## src/rtl/tx_frame_arbiter.sv

```systemverilog
// Round-robin arbiter and frame sequencer sharing one paced UART transmit path
// among NUM_REQ requesters, with optional per-frame channel header byte.
module tx_frame_arbiter #(
    parameter int NUM_REQ   = 4,
    parameter int BYTE_GAP  = 600,
    parameter bit HEADER_EN = 1'b1,
    parameter int LEN_W     = 8
) (
    input  logic                     CLOCK_50M,
    input  logic                     RST,
    input  logic [NUM_REQ-1:0]       Req,
    input  logic [NUM_REQ*LEN_W-1:0] Req_Len,
    input  logic [NUM_REQ*8-1:0]     Req_Data,
    output logic [NUM_REQ-1:0]       Grant,
    output logic [NUM_REQ-1:0]       Byte_Ack,
    output logic [NUM_REQ-1:0]       Frame_Done,
    output logic                     Frame_Start_Sig,
    output logic                     Data_Send_Sig,
    output logic [7:0]               Data,
    output logic                     Busy
);
    localparam int IDX_W = (NUM_REQ > 1) ? $clog2(NUM_REQ) : 1;
    localparam int GAP_W = $clog2(BYTE_GAP + 1);
    localparam logic [GAP_W-1:0] GAP_RELOAD = GAP_W'(BYTE_GAP - 1);

    typedef enum logic [2:0] {
        ST_IDLE,
        ST_START,
        ST_WAIT,
        ST_SEND,
        ST_DONE
    } state_t;

    state_t             r_state, w_state_nxt;
    logic [IDX_W-1:0]   r_winner, w_winner_nxt;
    logic [IDX_W-1:0]   r_rr_ptr, w_rr_ptr_nxt;
    logic [LEN_W-1:0]   r_remaining, w_remaining_nxt;
    logic [GAP_W-1:0]   r_gap, w_gap_nxt;
    logic               r_hdr_pending, w_hdr_pending_nxt;
    logic [NUM_REQ-1:0] r_grant, w_grant_nxt;

    logic [LEN_W-1:0]   w_len  [NUM_REQ];
    logic [7:0]         w_byte [NUM_REQ];
    logic [NUM_REQ-1:0] w_winner_oh;
    logic [NUM_REQ-1:0] w_pick_oh;
    logic [IDX_W-1:0]   w_pick;
    logic [2:0]         w_chan;
    logic [7:0]         w_header;

    for (genvar g = 0; g < NUM_REQ; g++) begin : g_slice
        assign w_len[g]       = Req_Len[g*LEN_W +: LEN_W];
        assign w_byte[g]      = Req_Data[g*8 +: 8];
        assign w_winner_oh[g] = (r_winner == IDX_W'(g));
        assign w_pick_oh[g]   = (w_pick == IDX_W'(g));
    end

    // Scan downward in rotation order so the set bit closest above the pointer wins last.
    always_comb begin : pick_logic
        int idx;
        w_pick = r_rr_ptr;
        for (int k = NUM_REQ - 1; k >= 0; k--) begin
            idx = int'(r_rr_ptr) + k;
            if (idx >= NUM_REQ) idx = idx - NUM_REQ;
            if (Req[IDX_W'(idx)]) w_pick = IDX_W'(idx);
        end
    end

    assign w_chan   = 3'(r_winner);
    assign w_header = {4'hA, 1'b0, w_chan};

    always_comb begin
        // NOTE: every signal gets a default before the case so no path can infer a latch.
        w_state_nxt       = r_state;
        w_winner_nxt      = r_winner;
        w_rr_ptr_nxt      = r_rr_ptr;
        w_remaining_nxt   = r_remaining;
        w_gap_nxt         = r_gap;
        w_hdr_pending_nxt = r_hdr_pending;
        w_grant_nxt       = r_grant;
        Frame_Start_Sig   = 1'b0;
        Data_Send_Sig     = 1'b0;
        Data              = '0;
        Byte_Ack          = '0;
        Frame_Done        = '0;

        unique case (r_state)
            ST_IDLE: begin
                if (|Req) begin
                    w_winner_nxt    = w_pick;
                    w_remaining_nxt = w_len[w_pick];
                    w_grant_nxt     = w_pick_oh;
                    w_state_nxt     = ST_START;
                end
            end
            ST_START: begin
                Frame_Start_Sig   = 1'b1;
                w_gap_nxt         = GAP_RELOAD;
                w_hdr_pending_nxt = HEADER_EN;
                w_state_nxt       = ST_WAIT;
            end
            ST_WAIT: begin
                // Leaving as the counter hits zero makes each interval exactly BYTE_GAP cycles.
                w_gap_nxt = r_gap - 1'b1;
                if (r_gap <= GAP_W'(1)) begin
                    if (r_hdr_pending || (r_remaining != '0)) w_state_nxt = ST_SEND;
                    else                                       w_state_nxt = ST_DONE;
                end
            end
            ST_SEND: begin
                Data_Send_Sig = 1'b1;
                w_gap_nxt     = GAP_RELOAD;
                w_state_nxt   = ST_WAIT;
                if (r_hdr_pending) begin
                    Data              = w_header;
                    w_hdr_pending_nxt = 1'b0;
                end else if (r_remaining != '0) begin
                    Data            = w_byte[r_winner];
                    Byte_Ack        = w_winner_oh;
                    w_remaining_nxt = r_remaining - 1'b1;
                end
            end
            ST_DONE: begin
                Frame_Done   = w_winner_oh;
                w_grant_nxt  = '0;
                w_rr_ptr_nxt = (r_winner == IDX_W'(NUM_REQ - 1)) ? '0 : r_winner + 1'b1;
                w_state_nxt  = ST_IDLE;
            end
            default: w_state_nxt = ST_IDLE;
        endcase
    end

    // NOTE: state registers use non-blocking assignments so every flop samples pre-edge values.
    always_ff @(posedge CLOCK_50M or posedge RST) begin
        if (RST) begin
            r_state       <= ST_IDLE;
            r_winner      <= '0;
            r_rr_ptr      <= '0;
            r_remaining   <= '0;
            r_gap         <= '0;
            r_hdr_pending <= 1'b0;
            r_grant       <= '0;
        end else begin
            r_state       <= w_state_nxt;
            r_winner      <= w_winner_nxt;
            r_rr_ptr      <= w_rr_ptr_nxt;
            r_remaining   <= w_remaining_nxt;
            r_gap         <= w_gap_nxt;
            r_hdr_pending <= w_hdr_pending_nxt;
            r_grant       <= w_grant_nxt;
        end
    end

    assign Grant = r_grant;
    assign Busy  = (r_state != ST_IDLE);

endmodule

```

## config.mk

```make
export PLATFORM = sky130hd
export DESIGN_NAME = tx_frame_arbiter
export DESIGN_NICKNAME = d
export VERILOG_FILES = /design/src/rtl/tx_frame_arbiter.sv
export SDC_FILE = /design/constraint.sdc
export NUM_CORES = 1
export LEC_CHECK = 0
export BUFFER_PORTS_ARGS = -buffer_cell sky130_fd_sc_hd__buf_2
export CORE_MARGIN = 10
export CORE_UTILIZATION = 40
export CTS_CLUSTER_SIZE = 30
export DETAILED_ROUTE_END_ITERATION = 8
export GPL_TIMING_DRIVEN = 0
export PLACE_DENSITY = 0.68
export SLEW_MARGIN = 20
export SYNTH_ARGS = -nofsm -noshare
export SYNTH_HDL_FRONTEND = slang
export SYNTH_SLANG_ARGS = --single-unit
```

## constraint.sdc

```tcl
create_clock -name CLOCK_50M -period 2.3 [get_ports CLOCK_50M]
set_input_delay 0.23 -clock CLOCK_50M [delete_from_list [all_inputs] [get_ports CLOCK_50M]]
set_output_delay 0.23 -clock CLOCK_50M [all_outputs]
set_load 0.005 [all_outputs]
```

==> flow_summary.yaml, run 1 <==
synthesis:
  yosys.area.top_type: "dfrtp_1"
  synth.most_common_cell: "dfrtp_1"
  synth_top_cells_by_area: "dfrtp_1 (32%), mux4_2 (7.6%), o21ai_0 (4.2%)"
  synth_edf_count: 0
  synth-seq-cells: 30
  synth_nets: 356
  syn_area_mm2: 0.00238
  syn_area_per_cell_um2: 8.54
  synth-seq-area-share_pct: 31.5
  syn_inst: 279
  synth.distinct_cells: 50
  yosysWarnings: 0
  ys.flop_type: "dfrtp_1"
  synthArstFlopShare_pct: 100
  ys_top_cells_by_count: "dfrtp_1 (30), nor2_1 (25), nand2_1 (24)"
  synth_top_cell_area_share_pct: 31.5
global_routing:
  gr-usage-all-layers_pct: 15.0
  grt_pass1_vias: 2402
  antenna_found_initial: 0
  grt_overflow: 0
  grt_max_degree: 31
  grt_pass1_wl_mm: 12.0
setup_path:
  startpoint_type: "flop"
  end_kind: "flop"
  r2r_slack_ns: 0.11
  criticalPathCategory: "reg -> reg"
  regToRegEndpoint: "r_remaining[0]"
  crit_start: "r_rr_ptr[0]"
  r2r_start: "r_rr_ptr[0]"
  cp.arrival_ns: 2.37
  setup.worst_path.end: "r_remaining[0]"
  worst_r2r_path_depth: 6
  crit_fanout: 9
  required_ns: 2.48
timing:
  tightest_slew_ns: 0.852
  fmax_ghz: 0.458
  rsz0062_at_grt: "no"
  drv_slew: 0
  clock_skew_ns: 0.00502
  finalHoldWorstSlack_ns: 0.0195
  setup_tns_ns: 0
  period_share_pct: 95.0
  fin_ws_ns: 0.114
  max_slew_margin_pct: 43.0
  setup_viol: 0
  min_period_ns: 2.19
  hold_viol: 0
power_and_ir_drop:
  p_comb_share_pct: 12.2
  p_int_uw: 955
  power.density_mw_per_mm2: 395
  p_seq_share_pct: 43.2
  power.leakage_nw: 1.44
  p_clk_share_pct: 44.6
  p_sw_share_pct: 21.9
  net-switching-power_uw: 267
  max-vdd-ir-drop_uv: 424
placement:
  port_buffers: 91
  hpwlAfterDp_mm: 5.83
  place_congestion: 0.839
  dp.cells: 445
  place_ws_ns: -0.0899
die:
  dieWidth_um: 97.2
  rows: 28
  core_area_mm2: 0.00585
  initial_core_util_pct: 40.7
  pin_count: 93
  dieArea_mm2: 0.00944
  die_h_um: 97.2
status:
  status: "finished clean"
drt:
  vias_per_cell: 5.46
  vias: 2475
  drc_errors: 0
  wl_mm: 7.28
  dr.pass1.iters: 4
  ant_nets: 0
  wl_per_cell_um: 16.1
  drtIter0Drc: 102
layout:
  layout.cells.non_filler: 453
  finalNetCount: 455
  layout-drive-gt1-share_pct: 33.3
  num_antenna_cells: 0
  syn_to_final_growth_pct: 29.9
cts:
  numCtsBuffers: 5
  path_clk_slew_ns: 0.07
  cts.sinks: 30
  clk_latency_ns: 0.28
  clock-root-buffer: "clkbuf_8"
  cts_buffer_depth: 2
  h-tree-depth: 2
  ctsHoldBuffers: 0
  cts_tree: "built"
hold_path:
  hold_class: "in -> async"
flow_run:
  max_cap_violations: 0
-- metal layers --
metal	vias up	GRT usage, %	wire (um)
met5	-	0	0
met3	9	3.91	372
li1	1242	-	-
met4	0	4.65	92
met2	64	24.9	3600
met1	1160	18.5	3220
-- sequential cells by signal, indices dropped and copies added (netlist names) --
signal         cells
r_remaining        8
Grant              4
r_hdr_pending      1
r_rr_ptr           2
r_gap             10
r_state            3
r_winner           2
-- repair_timing --
item	CTS	global route
setup buffers	0	2
endpoints found under the hold margin	0	0
pin swaps	1	0
gates resized for setup	8	5
endpoints found under the setup margin	17	16
-- stage by stage --
stage               total power [mW]  cell area, um2  utilization (%)
global route                    1.27            3100             52.9
floorplan                      0.612            2380                -
global placement               0.684            2930             50.1
finish                          1.22            3100             52.9
detailed placement             0.686            2930             50.1
CTS                             1.23            3070             52.5
-- cell usage in the layout, fill, tap and decap left out, drive strengths merged, types with 4 or more instances in the layout --
cell type,instances
and2,8
o21ai,21
a32oi,7
inv,13
and3,4
a21oi,16
dfrtp,30
clkbuf,20
nor4,4
nor4b,8
mux4,8
nor3,8
ha,7
nand3,10
a31oi,8
o31ai,5
o31a,6
nand2,24
buf,97
nor2b,4
o22ai,6
nor2,25
-- power groups by stage --
stage	Clock, mW	Sequential [mW]	Combinational (mW)
4_1_cts	0.556	0.528	0.150
5_1_grt	0.579	0.527	0.166
3_5_place_dp	0	0.537	0.149
3_3_place_gp	0	0.537	0.147
2_1_floorplan	0	0.537	0.0747
6_report	0.545	0.528	0.149
-- critical path: stages (launching register included) --
cell	delay, ns
dfrtp_1	0.36
buf_4	0.17
nor3b_2	0.16
nor3_1	0.42
or3_4	0.27
mux4_2	0.52
a21o_1	0.19
-- how the worst min path moves through the flow --
stage / from / end / slack [ns] / depth (start not counted)
3_5_place_dp: RST / r_gap[2] / 0.35 / 2
3_3_place_gp: Grant[2] / Grant[2] / 0.48 / 2
5_1_grt: RST / r_gap[4] / 0.1 / 2
4_1_cts: RST / r_gap[2] / 0.05 / 2
2_1_floorplan: RST / Grant[0] / 0.32 / 1
6_report: RST / r_gap[3] / 0.02 / 2
-- kinds of logic (layout without fill, tap and decap cells) --
logic type | Yosys count | after routing | synth area share, %
AOI/OAI and AO/OA | 85 | 85 | 23.7
muxes | 14 | 14 | 10.2
xor gates and xnor gates | 3 | 3 | 1.10
buffers and inverters | 32 | 131 | 5.51
and+or+nand+nor | 108 | 108 | 24.3
DFF | 30 | 30 | 31.5
adders and majority gates | 7 | 7 | 3.68
-- final cells by class --
type,count,area [um2]
inverters,13,48.8
clock inverters,1,30.0
plain buffers,18,91.3
flip-flops and latches,30,752
clock buffers,6,82.6
multi-input cells,217,1530
repair buffers,93,470
well taps,75,93.8
fillers,549,2760
Note: power is estimated with default switching activity, not from simulation.
==> run 2: changes to the inputs <==
--- a/config.mk
+++ b/config.mk
@@ -7,11 +7,11 @@
 export LEC_CHECK = 0
 export BUFFER_PORTS_ARGS = -buffer_cell sky130_fd_sc_hd__buf_2
 export CORE_MARGIN = 10
-export CORE_UTILIZATION = 40
+export CORE_UTILIZATION = 49
 export CTS_CLUSTER_SIZE = 30
 export DETAILED_ROUTE_END_ITERATION = 8
 export GPL_TIMING_DRIVEN = 0
-export PLACE_DENSITY = 0.68
+export PLACE_DENSITY = 0.8
 export SLEW_MARGIN = 20
 export SYNTH_ARGS = -nofsm -noshare
 export SYNTH_HDL_FRONTEND = slang
==> run 2 against run 1 <==
  * Register-to-register slack improved by 0.09 ns
  * Worst hold slack better by 0.0013 ns
  * Global-route usage increased by 3.2 points
  * Final cell count shrank 0.44%
  * Critical path depth rose by 1
  * Setup slack got worse by 0.027 ns
==> flow_summary.yaml, run 2 (synthesized netlist as in run 1, its figures left out) <==
layout:
  layout-drive-gt1-share_pct: 34.6
  utilization_pct: 67.0
  final_common_cell: "buf_2"
  finalNetCount: 460
  final_cell_mix: "buf_2 (92), dfrtp_1 (29), nor2_1 (24), nand2_1 (24), o21ai_0 (20)"
  num_antenna_cells: 0
  regMostFlops: "r_gap"
  syn_to_final_growth_pct: 32.9
  largest_reg_flops: 10
  fill_cells: 377
power_and_ir_drop:
  power.density_mw_per_mm2: 428
  max-vdd-ir-drop_uv: 346
  power.leakage_nw: 1.48
setup_path:
  critPathBufInv: 2
  r2r_slack_ns: 0.20
  criticalPathCategory: "reg -> out"
  crit_family: "simple AND/OR/NAND/NOR gates"
  worst_path_max_delay_cell: "dfrtp_1"
  slowest_delay_ns: 0.43
  cp.arrival_ns: 1.98
  required_ns: 2.07
  end_kind: "primary output"
  startpoint_type: "flop"
  crit_fanout: 5
  crit_chain: "inv_1 -> ha_1 -> nor3b_4 -> and4b_2 -> nor2_4 -> o311a_1 -> buf_2"
die:
  die_h_um: 89.7
  core_area_mm2: 0.00472
  rows: 25
  dieArea_mm2: 0.00805
  dieWidth_um: 89.7
  pin_count: 93
  initial_core_util_pct: 50.4
cts:
  numCtsBuffers: 5
  cts_buffer_depth: 2
  h-tree-depth: 2
  cts.sinks: 30
  clock-root-buffer: "clkbuf_8"
  ctsHoldBuffers: 0
  clk_latency_ns: 0.29
  cts_tree: "built"
  path_clk_slew_ns: 0.07
hold_path:
  hold_class: "in -> async"
drt:
  vias: 2548
  vias_per_cell: 5.65
  wl_per_cell_um: 16.9
  drtIter0Drc: 134
  drc_errors: 0
  dr.pass1.iters: 4
  ant_nets: 0
  wl_mm: 7.63
timing:
  min_period_ns: 2.21
  finalHoldWorstSlack_ns: 0.0208
  tightest_slew_ns: 0.830
  period_share_pct: 96.2
  clock_skew_ns: 0.00497
  max_slew_margin_pct: 44.5
  drv_slew: 0
  hold_viol: 0
  setup_viol: 0
  fmax_ghz: 0.452
global_routing:
  antenna_found_initial: 0
  grt_max_degree: 31
  gr-usage-all-layers_pct: 18.2
  grt_overflow: 0
  grt_pass1_vias: 2625
  grt_pass1_wl_mm: 12.4
placement:
  place_congestion: 0.880
  port_buffers: 91
  hpwlAfterDp_mm: 5.86
status:
  status: "finished clean"
flow_run:
  max_cap_violations: 0
run 2: cell count changes in the layout (fill, tap and decap cells not counted):
cell | before | now
a311oi_2 | 1 | 0
a311oi_4 | 0 | 1
buf_2 | 93 | 92
buf_4 | 3 | 9
bufinv_16 | 1 | 2
clkbuf_4 | 0 | 1
clkbuf_8 | 7 | 6
nor3_1 | 8 | 7
nor3_2 | 0 | 1
run 2: worst register-to-register path, cell delays in order (launching register included):
cell      delay [ns]
dfrtp_1         0.43
inv_1           0.08
ha_1            0.21
nor3b_4         0.32
a311o_1         0.24
clkbuf_1        0.33
a21oi_1         0.13
o22ai_1         0.18
a31oi_1         0.06
run 2: cell type report:
type,instances,area (um2),share of cell area [%]
Tap cell,67,83.8,2.65
Buffer,18,87.6,2.77
Inverter,13,48.8,1.54
Multi-Input combinational cell,217,1540,48.7
Clock inverter,2,60.1,1.90
Clock buffer,6,82.6,2.61
Sequential cell,30,752,23.8
Timing Repair Buffer,98,508,16.0
run 2: through the flow:
stage	instance area, um2	worst slack, ns	total power, mW	cells	TNS [ns]
floorplan	2380	0.273	0.612	279	0
global placement	2920	-0.0513	0.682	437	-0.181
detailed placement	2920	-0.0972	0.688	437	-0.550
CTS	3080	0.00147	1.36	444	0
global route	3170	-0.00120	1.40	451	-0.00120
finish	3170	0.0872	1.35	451	0
run 2: final timing paths:
check,depth (start not counted),from,endpoint
max reg2reg,8,r_remaining[0],r_remaining[4]
min reg2reg,2,r_gap[8],r_gap[8]
max in group asynchronous,2,RST,r_state[2]
max,7,r_remaining[0],Data[0]
min,2,RST,r_gap[9]
min in group CLOCK_50M,3,Req_Len[3],r_remaining[3]
run 2: routing by layer:
layer / track usage (%) / up-vias / share of wire [%]
li1: - / 1257 / -
met4: 5.26 / 0 / 2.1
met2: 31.7 / 87 / 50
met1: 20.8 / 1188 / 42
met5: 0 / - / 0
met3: 5.74 / 16 / 5.7
run 2: timing repair:
item	CTS	global route
buffers inserted	0	6
pin swaps	0	1
gates resized for setup	7	11
endpoints found under the setup margin	20	17
cloned	0	1
run 2: where the power goes:
| part | switching, mW | internal, mW | leakage [nW] |
|---|---|---|---|
| Combinational | 0.0713 | 0.0812 | 1.05 |
| Sequential | 0 | 0.528 | 0.366 |
| Clock | 0.212 | 0.462 | 0.0714 |
==> run 3: changes to the inputs <==
--- a/config.mk
+++ b/config.mk
@@ -7,11 +7,11 @@
 export LEC_CHECK = 0
 export BUFFER_PORTS_ARGS = -buffer_cell sky130_fd_sc_hd__buf_2
 export CORE_MARGIN = 10
-export CORE_UTILIZATION = 49
+export CORE_UTILIZATION = 51
+export CTS_BUF_LIST = sky130_fd_sc_hd__clkbuf_8
 export CTS_CLUSTER_SIZE = 30
 export DETAILED_ROUTE_END_ITERATION = 8
-export GPL_TIMING_DRIVEN = 0
-export PLACE_DENSITY = 0.8
+export PLACE_DENSITY = 0.83
 export SLEW_MARGIN = 20
 export SYNTH_ARGS = -nofsm -noshare
 export SYNTH_HDL_FRONTEND = slang
==> run 3 against run 2 <==
  * The run now ends with negative hold slack left
  * Via count decreased by 2.2%
  * First-iteration DRC count increased by 6.0%
  * Combinational power about the same
  * Sequential power about the same
  * Register-to-register slack improved by 0.14 ns
  * Worst hold slack worse by 0.021 ns
  * Setup slack better by 0.12 ns
  * Non-clock buffer count down 9
  * Final cell count is 5.3% lower
  * Clock power fell by 35%
  * Largest cell class unchanged
  * Highest routed layer unchanged
==> flow_summary.yaml, run 3 (synthesized netlist as in run 1, its figures left out) <==
cts:
  cts_resized: 0
  cts.sinks: 30
  clk_latency_ns: 0.29
  clock-root-buffer: "clkbuf_8"
  ctsHoldBuffers: 0
  postCtsSetupBuffers: 0
  path_clk_slew_ns: 0.07
  numCtsBuffers: 5
  h-tree-depth: 2
  cts_buffer_depth: 2
  cts_tree: "built"
layout:
  largest_reg_flops: 10
  register_area_um2: 751
  postLayoutCellArea_mm2: 0.00304
  syn_to_final_growth_pct: 27.5
  finalNetCount: 451
  final_common_cell: "buf_2"
  multiInputGateArea_mm2: 0.00151
  final_cell_mix: "buf_2 (92), dfrtp_1 (30), nor2_1 (24), nand2_1 (24), o21ai_0 (20)"
  num_antenna_cells: 0
  layout-drive-gt1-share_pct: 34.9
  fill_cells: 374
  regMostFlops: "r_gap"
global_routing:
  grt_use_met2_pct: 30.3
  grt_pass1_vias: 2505
  antenna_found_initial: 0
  grt_max_degree: 31
  grt_pass1_wl_mm: 11.7
  grt_overflow: 0
  globalRouteMet3Util_pct: 5.42
  gr-usage-all-layers_pct: 18.5
  top_usage_layer: "met2"
  grtUsageMet1_pct: 23.1
die:
  initial_core_util_pct: 53.6
  core_area_mm2: 0.00444
  die_h_um: 88.3
  dieArea_mm2: 0.00780
  dieWidth_um: 88.3
  rows: 24
  pin_count: 93
timing:
  finalHoldWorstSlack_ns: -0.000723
  fmax_ghz: 0.477
  clock_skew_ns: 0.00442
  hold_viol: 3
  setup_tns_ns: 0
  drv_slew: 0
  min_period_ns: 2.10
  rsz0062_at_grt: "no"
  period_share_pct: 91.1
  setup_viol: 0
  tightest_slew_ns: 0.720
  max_slew_margin_pct: 51.5
setup_path:
  r2r_start: "r_rr_ptr[0]"
  criticalPathCategory: "reg -> out"
  crit_start: "r_remaining[0]"
  startpoint_type: "flop"
  cp.arrival_ns: 1.87
  required_ns: 2.07
  end_kind: "primary output"
  crit_fanout: 5
drt:
  wl_per_cell_um: 16.9
  vias_per_cell: 5.84
  wl_mm: 7.22
  ant_nets: 0
  dr.pass1.iters: 4
  vias: 2493
  drc_errors: 0
  drtIter0Drc: 142
flow_run:
  max_cap_violations: 0
status:
  violations: "negative hold slack"
  status: "finished, violations left"
power_and_ir_drop:
  total_power_mw: 1.12
  max-vdd-ir-drop_uv: 251
  power.leakage_nw: 1.47
  power.density_mw_per_mm2: 369
placement:
  port_buffers: 92
  hpwlAfterDp_mm: 5.76
  dpl-instance-area_mm2: 0.00294
  place_congestion: 0.913
hold_path:
  hold_class: "in -> async"
-- run 3: routing by layer --
metal  share of wire (%)  wire [um]
met1                  42       3010
met2                  49       3530
met3                 8.1        582
met4                 1.3         97
met5                   0          0
-- run 3: worst paths after layout --
path	slack [ns]	depth (start not counted)	endpoint
max in group asynchronous	2.01	3	r_remaining[3]
hold reg to reg	0.50	2	Grant[1]
setup reg to reg	0.34	5	r_remaining[0]
min in group CLOCK_50M	0.27	3	r_remaining[3]
hold / removal	-0.0007	3	r_gap[2]
setup / recovery	0.20	7	Data[0]
-- run 3: worst max-delay path, cell delays in order, from the launching register on --
cell     delay (ns)
dfrtp_1        0.40
inv_1          0.06
ha_1           0.22
nor3b_2        0.18
and4b_1        0.22
nor2_2         0.17
o311a_1        0.21
buf_2          0.12
-- run 3: through the flow --
stage / setup slack, ns / instances / hold WS (ns) / util [%]
final: 0.205 / 427 / -0.000723 / 68.3
after global routing: 0.0765 / 427 / 0.0434 / 68.3
after CTS: 0.0620 / 427 / 0.0162 / 68.2
after detailed placement: 0.317 / 419 / 0.321 / 66.1
after global placement: 0.392 / 419 / 0.320 / 66.1
after floorplan: 0.273 / 279 / 0.321 / -
-- run 3: power by group --
| part | internal (mW) | switching [mW] | total (mW) |
|---|---|---|---|
| sequential | 0.528 | 0 | 0.528 |
| combinational | 0.0835 | 0.0689 | 0.152 |
| clock | 0.237 | 0.204 | 0.440 |
| total | 0.848 | 0.273 | 1.12 |
-- run 3: area by class of cell --
cell class | count | area share [%]
Multi-Input combinational cell | 217 | 49.6
Sequential cell | 30 | 24.7
Timing Repair Buffer | 107 | 18.9
Clock buffer | 6 | 2.72
Tap cell | 52 | 2.14
Inverter | 13 | 1.61
Clock inverter | 2 | 0.288
